[src/rtl/param_entry_ctrl.sv]
// Front-panel operand entry and launch controller for the Simpson's-rule integrator.
// Optional auto-repeat on up/down buttons is enabled by defining PARAM_ENTRY_AUTOREPEAT_EN.
//
// state | meaning
// EDIT  | panel live: buttons edit a/b/n, start press validates and launches
// RUN   | integrator busy: operands frozen, button events dropped until done
module param_entry_ctrl #(
    parameter int WIDTH         = 8,
    parameter int DEB_CYCLES    = 4,
    parameter int REPEAT_CYCLES = 64
) (
    input  logic             clk,
    input  logic             rst,
    input  logic             btn_up,
    input  logic             btn_down,
    input  logic             btn_next,
    input  logic             btn_start,
    input  logic             done,
    output logic [WIDTH-1:0] a_val,
    output logic [WIDTH-1:0] b_val,
    output logic [WIDTH-1:0] n_val,
    output logic [1:0]       field,
    output logic             start,
    output logic             ready,
    output logic             err
);
    localparam int            CW       = $clog2(DEB_CYCLES + 1);
    localparam logic [CW-1:0] DEB_FULL = CW'(DEB_CYCLES);
    localparam logic [CW-1:0] DEB_LAST = CW'(DEB_CYCLES - 1);

    typedef enum logic {EDIT, RUN} state_t;
    state_t state;

    logic [3:0]    raw;
    logic [3:0]    press;
    logic [3:0]    ev;
    logic [CW-1:0] deb_cnt [4];

    assign raw = {btn_start, btn_next, btn_down, btn_up};

    // Counter parks at DEB_FULL while held so a hold yields exactly one press.
    always_ff @(posedge clk) begin
        if (rst) begin
            for (int i = 0; i < 4; i++) deb_cnt[i] <= '0;
        end else begin
            for (int i = 0; i < 4; i++) begin
                if (!raw[i])
                    deb_cnt[i] <= '0;
                else if (deb_cnt[i] != DEB_FULL)
                    deb_cnt[i] <= deb_cnt[i] + 1'b1;
            end
        end
    end

    always_comb begin
        press = '0;
        for (int i = 0; i < 4; i++) press[i] = raw[i] && (deb_cnt[i] == DEB_LAST);
    end

`ifdef PARAM_ENTRY_AUTOREPEAT_EN
    localparam int            RW     = $clog2(REPEAT_CYCLES + 1);
    localparam logic [RW-1:0] RELOAD = RW'(REPEAT_CYCLES - 1);

    logic [RW-1:0] rep_cnt [2];
    logic [1:0]    rep;

    always_ff @(posedge clk) begin
        if (rst) begin
            for (int i = 0; i < 2; i++) rep_cnt[i] <= '0;
        end else begin
            for (int i = 0; i < 2; i++) begin
                if (press[i])
                    rep_cnt[i] <= RELOAD;
                else if (raw[i] && deb_cnt[i] == DEB_FULL)
                    rep_cnt[i] <= (rep_cnt[i] == '0) ? RELOAD : rep_cnt[i] - 1'b1;
            end
        end
    end

    always_comb begin
        rep = '0;
        for (int i = 0; i < 2; i++)
            rep[i] = raw[i] && (deb_cnt[i] == DEB_FULL) && (rep_cnt[i] == '0);
    end

    assign ev = {press[3:2], press[1:0] | rep};
`else
    assign ev = press;
`endif

    function automatic logic [WIDTH-1:0] step(input logic [WIDTH-1:0] v, input logic inc);
        if (inc) return (v == '1) ? v : v + 1'b1;
        else     return (v == '0) ? v : v - 1'b1;
    endfunction

    logic operands_ok;
    assign operands_ok = (a_val < b_val) && (n_val >= WIDTH'(2)) && !n_val[0];

    always_ff @(posedge clk) begin
        if (rst) begin
            state <= EDIT;
            a_val <= WIDTH'(0);
            b_val <= WIDTH'(1);
            n_val <= WIDTH'(2);
            field <= 2'd0;
            start <= 1'b0;
            ready <= 1'b1;
            err   <= 1'b0;
        end else begin
            start <= 1'b0;
            case (state)
                EDIT: begin
                    if (ev[3]) begin
                        if (operands_ok) begin
                            start <= 1'b1;
                            err   <= 1'b0;
                            ready <= 1'b0;
                            state <= RUN;
                        end else begin
                            err <= 1'b1;
                        end
                    end else if (ev[2]) begin
                        field <= (field == 2'd2) ? 2'd0 : field + 2'd1;
                        err   <= 1'b0;
                    end else if (ev[0] || ev[1]) begin
                        case (field)
                            2'd0:    a_val <= step(a_val, ev[0]);
                            2'd1:    b_val <= step(b_val, ev[0]);
                            default: n_val <= step(n_val, ev[0]);
                        endcase
                        err <= 1'b0;
                    end
                end
                RUN: begin
                    if (done) begin
                        state <= EDIT;
                        ready <= 1'b1;
                    end
                end
                default: state <= EDIT;
            endcase
        end
    end
endmodule

[config.mk]
export PLATFORM = sky130hd
export DESIGN_NAME = param_entry_ctrl
export DESIGN_NICKNAME = d
export VERILOG_FILES = /design/src/rtl/param_entry_ctrl.sv
export SDC_FILE = /design/constraint.sdc
export NUM_CORES = 1
export LEC_CHECK = 0
export ABC_AREA = 1
export BUFFER_PORTS_ARGS = -buffer_cell sky130_fd_sc_hd__buf_4
export CAP_MARGIN = 20
export CORE_AREA = 2 2 96 98
export CTS_CLUSTER_DIAMETER = 30
export DETAILED_ROUTE_END_ITERATION = 8
export DIE_AREA = 0 0 98 100
export HOLD_SLACK_MARGIN = 0.1
export PLACE_DENSITY = 0.63
export SYNTH_ARGS = -nofsm -noshare
export SYNTH_HDL_FRONTEND = slang
export SYNTH_SLANG_ARGS = --single-unit
[constraint.sdc]
create_clock -name clk -period 3 [get_ports clk]
set_input_delay 0.75 -clock clk [delete_from_list [all_inputs] [get_ports clk]]
set_output_delay 0.75 -clock clk [all_outputs]
set_load 0.01 [all_outputs]
==> results of run 1 <==
-- metal layers --
layer,vias to the layer above,global-route usage,share of wire
li1,1443,-,-
met1,1244,0.195,0.48
met2,38,0.262,0.48
met3,5,0.0160,0.026
met4,0,0.0353,0.011
met5,-,0,0
-- worst register-to-register path, delay by kind of cell (launching register included) --
family                   cells  cell delay, ps
XOR/XNOR                     1             120
adder cells (fa/ha/maj)      3             870
AO/OA/AOI/OAI                1              70
buffers and inverters        2             280
flip-flops                   1             420
AND/OR/NAND/NOR              3             500
-- area by class of cell --
type,count,area share
clock buffers,5,0.0191
clock inverters,3,0.00451
inverters,69,0.0736
multi-input cells,303,0.523
flip-flops and latches,42,0.266
well taps,111,0.0385
repair buffers,36,0.0749
-- flip-flops by register name (all words and copies together), names as in the netlist --
name / count
start: 1
deb_cnt: 12
n_val: 8
err: 1
ready: 1
a_val: 8
field: 2
b_val: 8
state: 1
-- kinds of logic after synthesis --
kind of cell    Yosys count  share of synthesized area
fa+ha+maj                40                      0.167
compound gates           63                      0.121
simple gates            182                      0.263
xor+xnor                 18                     0.0502
buf+inv                  73                     0.0929
flops                    42                      0.306
-- stage by stage --
step	utilization	total power, uW	worst slack, ps	area [um2]	instances
floorplan	-	731	863	3140	418
global route	0.406	1180	423	3610	569
detailed placement	0.396	771	598	3520	561
finish	0.406	1120	628	3610	569
CTS	0.406	1130	629	3610	569
global placement	0.396	764	624	3520	561
-- worst min path at each step --
stage	from	to	depth (start not counted)
after floorplan	err	err	2
after global placement	b_val[7]	b_val[7]	2
after detailed placement	n_val[7]	n_val[7]	2
after CTS	n_val[7]	n_val[7]	2
after global routing	b_val[4]	b_val[4]	2
final	n_val[7]	n_val[7]	2
-- layout by cell type, fill, tap and decap left out, types with 9 or more instances in the layout --
| cell | instances |
|---|---|
| dfxtp_1 | 30 |
| inv_1 | 67 |
| nand3_1 | 23 |
| xor2_1 | 12 |
| edfxtp_1 | 12 |
| nor2_1 | 42 |
| o21ai_0 | 11 |
| nand4_1 | 9 |
| ha_1 | 37 |
| nand2_1 | 88 |
| buf_4 | 36 |
| a21oi_1 | 28 |
-- power groups by stage --
stage | clock network [uW] | registers (uW) | logic [uW]
3_3_place_gp | 0 | 627 | 138
4_1_cts | 373 | 615 | 144
3_5_place_dp | 0 | 628 | 143
2_1_floorplan | 0 | 625 | 106
5_1_grt | 393 | 617 | 167
6_report | 359 | 614 | 143
==> summary.md, run 1 <==
| Metric | Value |
|---|---|
| Status | complete, no violations |
| TritonCTS clock tree | done |
| Crit-path leading delay family | adder cells |
| Most common cell in the netlist | nand2_1 |
| Worst r2r src | deb_cnt[0][0] |
| Clock share of power | 0.322 |
| Worst skew pair latency | 290 ps |
| CTS max path bufs | 2 |
| Synth Flop Type | dfxtp_1 |
| Rows | 35 |
| R2r worst-path depth | 10 |
| Area of the multi-input gates | 1890 um2 |
| Crit Path Max Fanout | 29 |
| WS Path Type | reg2reg |
| Share of cells above drive strength 1 | 0.138 |
| Pwr/cell area | 310 nW/um2 |
| Worst setup path end | n_val[6] |
| H-tree levels | 2 |
| Crit path capture type | flip-flop |
| Crit-path slowest cell | fa_1 |
| FF-to-FF End | n_val[6] |
| Crit path launch type | flip-flop |
| Antenna cells | 0 |
| Hold Fails Final Rpt | 0 |
| Data arrival, critical path | approximately 2600 ps |
| Clock slew at reported path FFs | 80 ps |
| Hpwl dp | 5340 um |
| Sw Ratio | 0.267 |
| Clk_skew | 2.53 ps |
| Total number of vias | roughly 2.7k |
| DR iter-0 viols | 62 |
| RSZ-0062 raised after global routing | no |
| Clock buffers created by TritonCTS | 5 |
| Synth Instances | between 400 and 500 |
| Dominant cell type by area after synthesis | dfxtp_1 |
| Net load switching power | slightly below 300 uW |
| P_int | between 800 and 900 uW |
| Final nets | about 500 |
| Worst Max-Slew Pin Slew | ~400 ps |
| Reg2Reg Setup Slack | 630 ps |
| Final setup fails | 0 |
| GRT Residual Overflow | 0 |
| Synthesized area per cell | between 7 and 8 um2 |
| Relative slew slack | 0.738 |
| Root Driver | clkbuf_8 |
| Async set-or-reset flop fraction in the synthesized netlist | 0 |
| Combinational Power Share | 0.128 |
| Top cells by area, synth | dfxtp_1 19%, ha_1 15%, edfxtp_1 11% |
| Top cells by count, synth | 88 x nand2_1, 67 x inv_1, 42 x nor2_1 |
| Register bit total from synthesis | 42 |
| Clock Sinks | between 40 and 50 |
| Register area | between 900 and 1000 um2 |
| Largest net degree at the start of global routing | 30 |
| Die area | 9800 um2 |
| VDD IR-drop max | approximately 0.15 mV |
| Max_cap viols | 0 |
| WP depth | 10 |
| Die H | approximately 100 um |
| Top-area cell type share of the netlist area | 0.191 |
| Netlist cell types | 35 |
| Total track usage | 0.148 |
| Final wirelength | ~6900 um |
| Initial Utilization | 0.353 |
| Ys Warns | 0 |
| Post-Syn Area | 3140 um2 |
| Delay of the slowest cell on the worst path | between 400 and 500 ps |
| Initial antenna violation count | 0 |
| Min-Delay Path Class | reg2reg |
| Post_cts resized | 0 |
| IO buf count | 35 |
| Routability cong. | roughly 0.84 |
| Vias in the first global route | 2696 |
| Crit path buf inv count | 2 |
| Post-route DRC | 0 |
| WL/cell | approximately 12 um |
| Req. time, crit path | 3190 ps |
| Hold-fix buffers, CTS | 0 |
| Via/cell ratio | 4.80 |
| Sequential Power Share | 0.550 |
| F_max | 0.422 GHz |
| Number of routed nets with antenna violations | 0 |
| Pre-antenna DRT Iters | 4 |
| Crit-path cells | ha_1 -> ha_1 -> nand2_4 -> inv_1 -> fa_1 -> inv_1 -> nand4_1 -> nand3_1 -> xnor2_1 -> a21oi_1 |
| Crit. Startpoint | deb_cnt[0][0] |
| Fraction of the yosys area taken by sequential cells | 0.306 |
| Count of pins over their slew limit | 0 |
| Setup_tns | 0 ps |
| Core Area | 8890 um2 |
| Area added between synthesis and finish | 14.9% |
| Setup Buffers After CTS | 0 |
| Net Count, Synth | about 470 |
| LEAKAGE | about 0.0017 uW |
| First-pass GRT wire length | about 12000 um |
| Worst hold margin | between 400 and 500 ps |
| DIE WIDTH | between 90 and 100 um |
| EDFF count, synth | 12 |
| Fillers | 929 |
| Crit share post-route | 0.791 |
| Minimum clock period | between 2000 and 2500 ps |
| I/O pin count | 36 |
(Power assumes the default switching activity.)
==> run 2: changes to the inputs <==
--- a/config.mk
+++ b/config.mk
@@ -13,7 +13,7 @@
 export DETAILED_ROUTE_END_ITERATION = 8
 export DIE_AREA = 0 0 98 100
 export HOLD_SLACK_MARGIN = 0.1
-export PLACE_DENSITY = 0.63
+export PLACE_DENSITY = 0.65
 export SYNTH_ARGS = -nofsm -noshare
 export SYNTH_HDL_FRONTEND = slang
 export SYNTH_SLANG_ARGS = --single-unit
==> constraint.sdc (replaced) <==
create_clock -name clk -period 2 [get_ports clk]
set_input_delay 0.5 -clock clk [delete_from_list [all_inputs] [get_ports clk]]
set_output_delay 0.5 -clock clk [all_outputs]
set_load 0.01 [all_outputs]
==> run 2 against run 1 <==
Effect of this change:
- the flow now finishes with violations (setup timing)
- combinational power up 77%
- flip-flop and latch count unchanged
- register-to-register slack worse by 660 ps
- utilization up 4.0 points
- largest cell class unchanged
==> summary.md, run 2 (same netlist as run 1, synthesis figures left out) <==
| Metric | Value |
|---|---|
| Worst hold margin | about 480 ps |
| Share of cells above drive strength 1 | 0.231 |
| Final wirelength | between 7000 and 8000 um |
| Area added between synthesis and finish | 26.3% |
| Core Area | a little under 9000 um2 |
| Initial Utilization | 0.353 |
| CTS max path bufs | 2 |
| Antenna cells | 0 |
| Final nets | between 500 and 600 |
| Max_cap viols | 0 |
| Hold-fix buffers, CTS | 0 |
| DR iter-0 viols | approximately 140 |
| TritonCTS clock tree | done |
| Relative slew slack | 0.769 |
| R2r worst-path depth | 8 |
| Status | complete, but fails checks |
| Die H | about 100 um |
| Crit path launch type | flip-flop |
| Dpl ws | -76.4 ps |
| Total track usage | 0.158 |
| First-pass GRT wire length | 12800 um |
| Crit path capture type | flip-flop |
| Crit. Startpoint | deb_cnt[0][0] |
| RSZ-0062 raised after global routing | yes |
| Clock Sinks | 42 |
| Power, Total | ~1700 uW |
| Post-route DRC | 0 |
| FF-to-FF End | n_val[4] |
| Worst Max-Slew Pin Slew | about 350 ps |
| Number of routed nets with antenna violations | 0 |
| Routability cong. | between 0.8 and 0.9 |
| Pwr/cell area | ~430 nW/um2 |
| Hold Fails Final Rpt | 0 |
| Pre-antenna DRT Iters | 4 |
| Clk_skew | 4.34 ps |
| WL/cell | about 13 um |
| Die area | slightly below 10000 um2 |
| Largest net degree at the start of global routing | 17 |
| Fillers | 889 |
| Worst skew pair latency | a little under 300 ps |
| DIE WIDTH | about 98 um |
| Top reg by flops | deb_cnt |
| VDD IR-drop max | roughly 0.28 mV |
| Placed cell area | 3710 um2 |
| GRT Residual Overflow | 0 |
| Worst r2r src | deb_cnt[0][0] |
| Most frequent cells in the layout | 83 x nand2_1, 66 x inv_1, 59 x buf_4 |
| LEAKAGE | ~0.0018 uW |
| Clock slew at reported path FFs | around 80 ps |
| IO buf count | 35 |
| Worst hold path startpoint | done |
| Commonest non-fill, non-tap cell in the layout | nand2_1 |
| WS Path Type | reg2reg |
| Setup WS post-layout | -31.6 ps |
| Largest register FFs | 12 |
| Root Driver | clkbuf_8 |
| Initial antenna violation count | 0 |
| Total number of vias | 2904 |
| Via/cell ratio | roughly 5 |
| Design Area, Final | slightly below 4000 um2 |
| Count of pins over their slew limit | 0 |
| Failing checks | setup timing |
| Vias in the first global route | between 2k and 3k |
| Worst setup path end | n_val[4] |
| Minimum clock period | around 2000 ps |
| H-tree levels | 2 |
| Min-Delay Path Class | in2reg |
| Hpwl dp | 5620 um |
| Clock buffers created by TritonCTS | 5 |
| Crit Path Max Fanout | 12 |
| Data arrival, critical path | around 2200 ps |
| Final setup fails | 1 |
| Final core utilization | 0.446 |
| Reg2Reg Setup Slack | -30 ps |
| Crit share post-route | 1.02 |
| I/O pin count | 36 |
| Req. time, crit path | 2180 ps |
| F_max | 0.492 GHz |
| Rows | 35 |
-- run 2: where the power goes --
group	switching (uW)	leakage (uW)	internal, uW
Clock	302	0.0000385	248
Combinational	147	0.00142	106
Sequential	17.5	0.000377	904
Total	466	0.00183	1260
-- run 2: timing repair --
action / in CTS / in global routing
endpoints found under the setup margin: 17 / 24
pin swaps: 4 / 2
gates cloned: 1 / 2
resized for setup: 7 / 17
setup buffers: 3 / 2
-- run 2: through the flow --
step / instances / setup TNS, ps
2_1_floorplan: 418 / 0
3_3_place_gp: 580 / -72.1
3_5_place_dp: 580 / -615
4_1_cts: 592 / 0
5_1_grt: 596 / -1220
6_report: 596 / -31.6
-- run 2: how the worst min path moves through the flow --
stage | slack [ps] | end | cells past startpoint
6_report | 480 | state | 4
5_1_grt | 490 | state | 4
4_1_cts | 470 | state | 4
3_5_place_dp | 480 | b_val[7] | 2
3_3_place_gp | 480 | err | 2
2_1_floorplan | 490 | err | 2
-- run 2: layout make-up --
type | instances | area, um2 | share of cell area
Clock buffer | 7 | 76.3 | 0.0193
Clock inverter | 1 | 7.51 | 0.00189
Inverter | 69 | 265 | 0.0669
Multi-Input combinational cell | 306 | 2060 | 0.520
Sequential cell | 42 | 961 | 0.243
Tap cell | 111 | 139 | 0.0350
Timing Repair Buffer | 60 | 454 | 0.115
-- run 2: worst max-delay path: stages, from the launching register on --
cell and delay, ps:
edfxtp_1 400, ha_2 220, ha_4 200, nand2_8 130
ha_1 290, a21o_1 190, a21oi_1 170, xor2_1 220
a21oi_1 90
-- run 2: layer usage --
layer / vias up / GRT usage / wire length, um
met1: 1353 / 0.199 / 3570
met3: 8 / 0.0258 / 316
met2: 49 / 0.281 / 3700
li1: 1494 / - / -
met5: - / 0 / 0
met4: 0 / 0.0427 / 96
==> run 3: changes to the inputs <==
--- a/config.mk
+++ b/config.mk
@@ -14,6 +14,7 @@
 export DIE_AREA = 0 0 98 100
 export HOLD_SLACK_MARGIN = 0.1
 export PLACE_DENSITY = 0.65
+export RECOVER_POWER = 50
 export SYNTH_ARGS = -nofsm -noshare
 export SYNTH_HDL_FRONTEND = slang
 export SYNTH_SLANG_ARGS = --single-unit
==> constraint.sdc (replaced) <==
create_clock -name clk -period 2 [get_ports clk]
set_input_delay 0.5 -clock clk [delete_from_list [all_inputs] [get_ports clk]]
set_output_delay 0.5 -clock clk [all_outputs]
set_load 0.1 [all_outputs]
==> run 3 against run 2 <==
Effect of this change:
- the flow still finishes with violations (setup timing)
- register-to-register slack lost 50 ps
- first-iteration DRC count shrank 2.2%
- non-clock buffer count grew 13
- sequential power is essentially flat
- hold slack lost 21 ps
- critical path depth grew 5
- largest power group unchanged
- via count grew 2.2%
- highest routed layer unchanged
==> summary.md, run 3 (same netlist as run 1, synthesis figures left out) <==
| Metric | Value |
|---|---|
| VDD IR-drop max | 0.264 mV |
| Largest register FFs | 12 |
| Worst hold margin | 458 ps |
| Initial antenna violation count | 0 |
| Fillers | between 800 and 900 |
| Failing checks | setup timing |
| IO buf count | 35 |
| Setup WS post-layout | -85.1 ps |
| Clock Sinks | 42 |
| Top Usage Layer GRT | met2 |
| Root Driver | clkbuf_8 |
| Crit path capture type | flip-flop |
| Crit-path cells | ha_2 -> ha_4 -> nand2_8 -> buf_12 -> ha_4 -> nand3_2 -> nand2_2 -> nand3_2 -> nand2_1 -> nand2_1 -> nand2_1 -> nand2_1 -> a21oi_2 |
| Total track usage | 0.157 |
| Hpwl dp | between 5000 and 6000 um |
| Placed cells | approximately 580 |
| Crit-path slowest cell | edfxtp_1 |
| Register area | just under 1000 um2 |
| Die area | a little under 10000 um2 |
| Worst skew pair latency | ~300 ps |
| Number of routed nets with antenna violations | 0 |
| Area added between synthesis and finish | 36.0% |
| WL/cell | about 14 um |
| WS Path Type | reg2reg |
| Status | complete, but fails checks |
| Rows | 35 |
| Routability cong. | 0.910 |
| Commonest non-fill, non-tap cell in the layout | nand2_1 |
| Crit path launch type | flip-flop |
| Hold path cells | 4 |
| Area of the multi-input gates | roughly 2200 um2 |
| Met1 usage in global routing | 0.197 |
| First-pass GRT wire length | ~13000 um |
| Die H | around 100 um |
| Crit share post-route | 1.04 |
| Share of cells above drive strength 1 | 0.329 |
| Data arrival, critical path | around 2300 ps |
| Req. time, crit path | roughly 2200 ps |
| Clock slew at reported path FFs | about 90 ps |
| Most frequent cells in the layout | 80 x nand2_1, 65 x inv_1, 58 x buf_4 |
| Relative slew slack | 0.639 |
| Clk_skew | 3.81 ps |
| H-tree levels | 2 |
| I/O pin count | 36 |
| R2r worst-path depth | 13 |
| Max_cap viols | 0 |
| DR iter-0 viols | between 100 and 150 |
| LEAKAGE | 0.00193 uW |
| Antenna cells | 0 |
| Via/cell ratio | around 4.9 |
| Crit Path Max Fanout | 8 |
| Final core utilization | 0.480 |
| Worst Max-Slew Pin Slew | 544 ps |
| Most frequent CP cell | nand2_1 |
| Hold Fails Final Rpt | 0 |
| RSZ-0062 raised after global routing | yes |
| TritonCTS clock tree | done |
| Min-Delay Path Class | in2reg |
| M3 GR Usage | 0.0244 |
| Pwr/cell area | 448 nW/um2 |
| CTS max path bufs | 2 |
| Power, Total | about 1900 uW |
| Met2 Resource Use GR | 0.277 |
| GRT Residual Overflow | 0 |
| Hold-fix buffers, CTS | 0 |
| Core Area | a little under 9000 um2 |
| Final nets | approximately 540 |
| Post-route DRC | 0 |
| Final setup fails | 11 |
| Pre-antenna DRT Iters | 4 |
| Count of pins over their slew limit | 0 |
| Delay of the slowest cell on the worst path | approximately 380 ps |
| Fin cells | 609 |
| Top reg by flops | deb_cnt |
| Vias in the first global route | approximately 2.7k |
| Clock buffers created by TritonCTS | 5 |
| F_max | about 0.48 GHz |
| Minimum clock period | about 2100 ps |
| Final wirelength | 8270 um |
| Largest net degree at the start of global routing | 17 |
| Initial Utilization | 0.353 |
| DIE WIDTH | slightly below 100 um |
| Total number of vias | 2969 |
-- run 3: worst paths after layout --
| kind | from | endpoint | slack [ps] |
|---|---|---|---|
| min reg2reg | b_val[7] | b_val[7] | 490 |
| min | done | state | 460 |
| max | deb_cnt[0][0] | b_val[7] | -90 |
| max reg2reg | deb_cnt[0][0] | b_val[7] | -90 |
-- run 3: layout make-up --
class	count	area share
clock buffer	6	0.0170
sequential	42	0.230
tap	111	0.0325
timing repair buffer	73	0.132
inverter	69	0.0624
clock inverter	2	0.00879
multi-input combinational	306	0.517
-- run 3: layer usage --
layer,part of all wire,up-vias,wire length [um]
met5,0,-,0
met4,0.018,0,148
met3,0.033,11,273
met2,0.52,54,4260
met1,0.43,1387,3580
li1,-,1517,-
-- run 3: critical path: cells and delay by family (launching register included) --
family	cells	cell delay (ps)
adders and majority gates	3	710
and+or+nand+nor	8	620
DFF	1	380
buffers and inverters	1	160
AOI/OAI and AO/OA	1	140
-- run 3: power breakdown --
group / leakage [uW] / internal, uW / switching (uW)
Clock: 0.0000514 / 373 / 322
Combinational: 0.00149 / 121 / 176
Sequential: 0.000385 / 904 / 18.3
-- run 3: what timing repair did --
action / 4_1_cts / 5_1_grt
gates cloned: 1 / 2
gates resized for setup: 12 / 46
pin swaps: 3 / 23
buffers inserted: 2 / 12
setup endpoints to repair: 20 / 24
endpoints found under the hold margin: 0 / 0
-- run 3: per-stage QoR --
stage          TNS [ps]  setup slack (ps)  cell area (um2)
6_report           -544             -85.1             4270
5_1_grt           -1890              -202             4270
4_1_cts            -102             -39.5             3970
3_5_place_dp      -2210              -191             3760
3_3_place_gp       -952              -127             3760
2_1_floorplan      -215             -54.8             3210
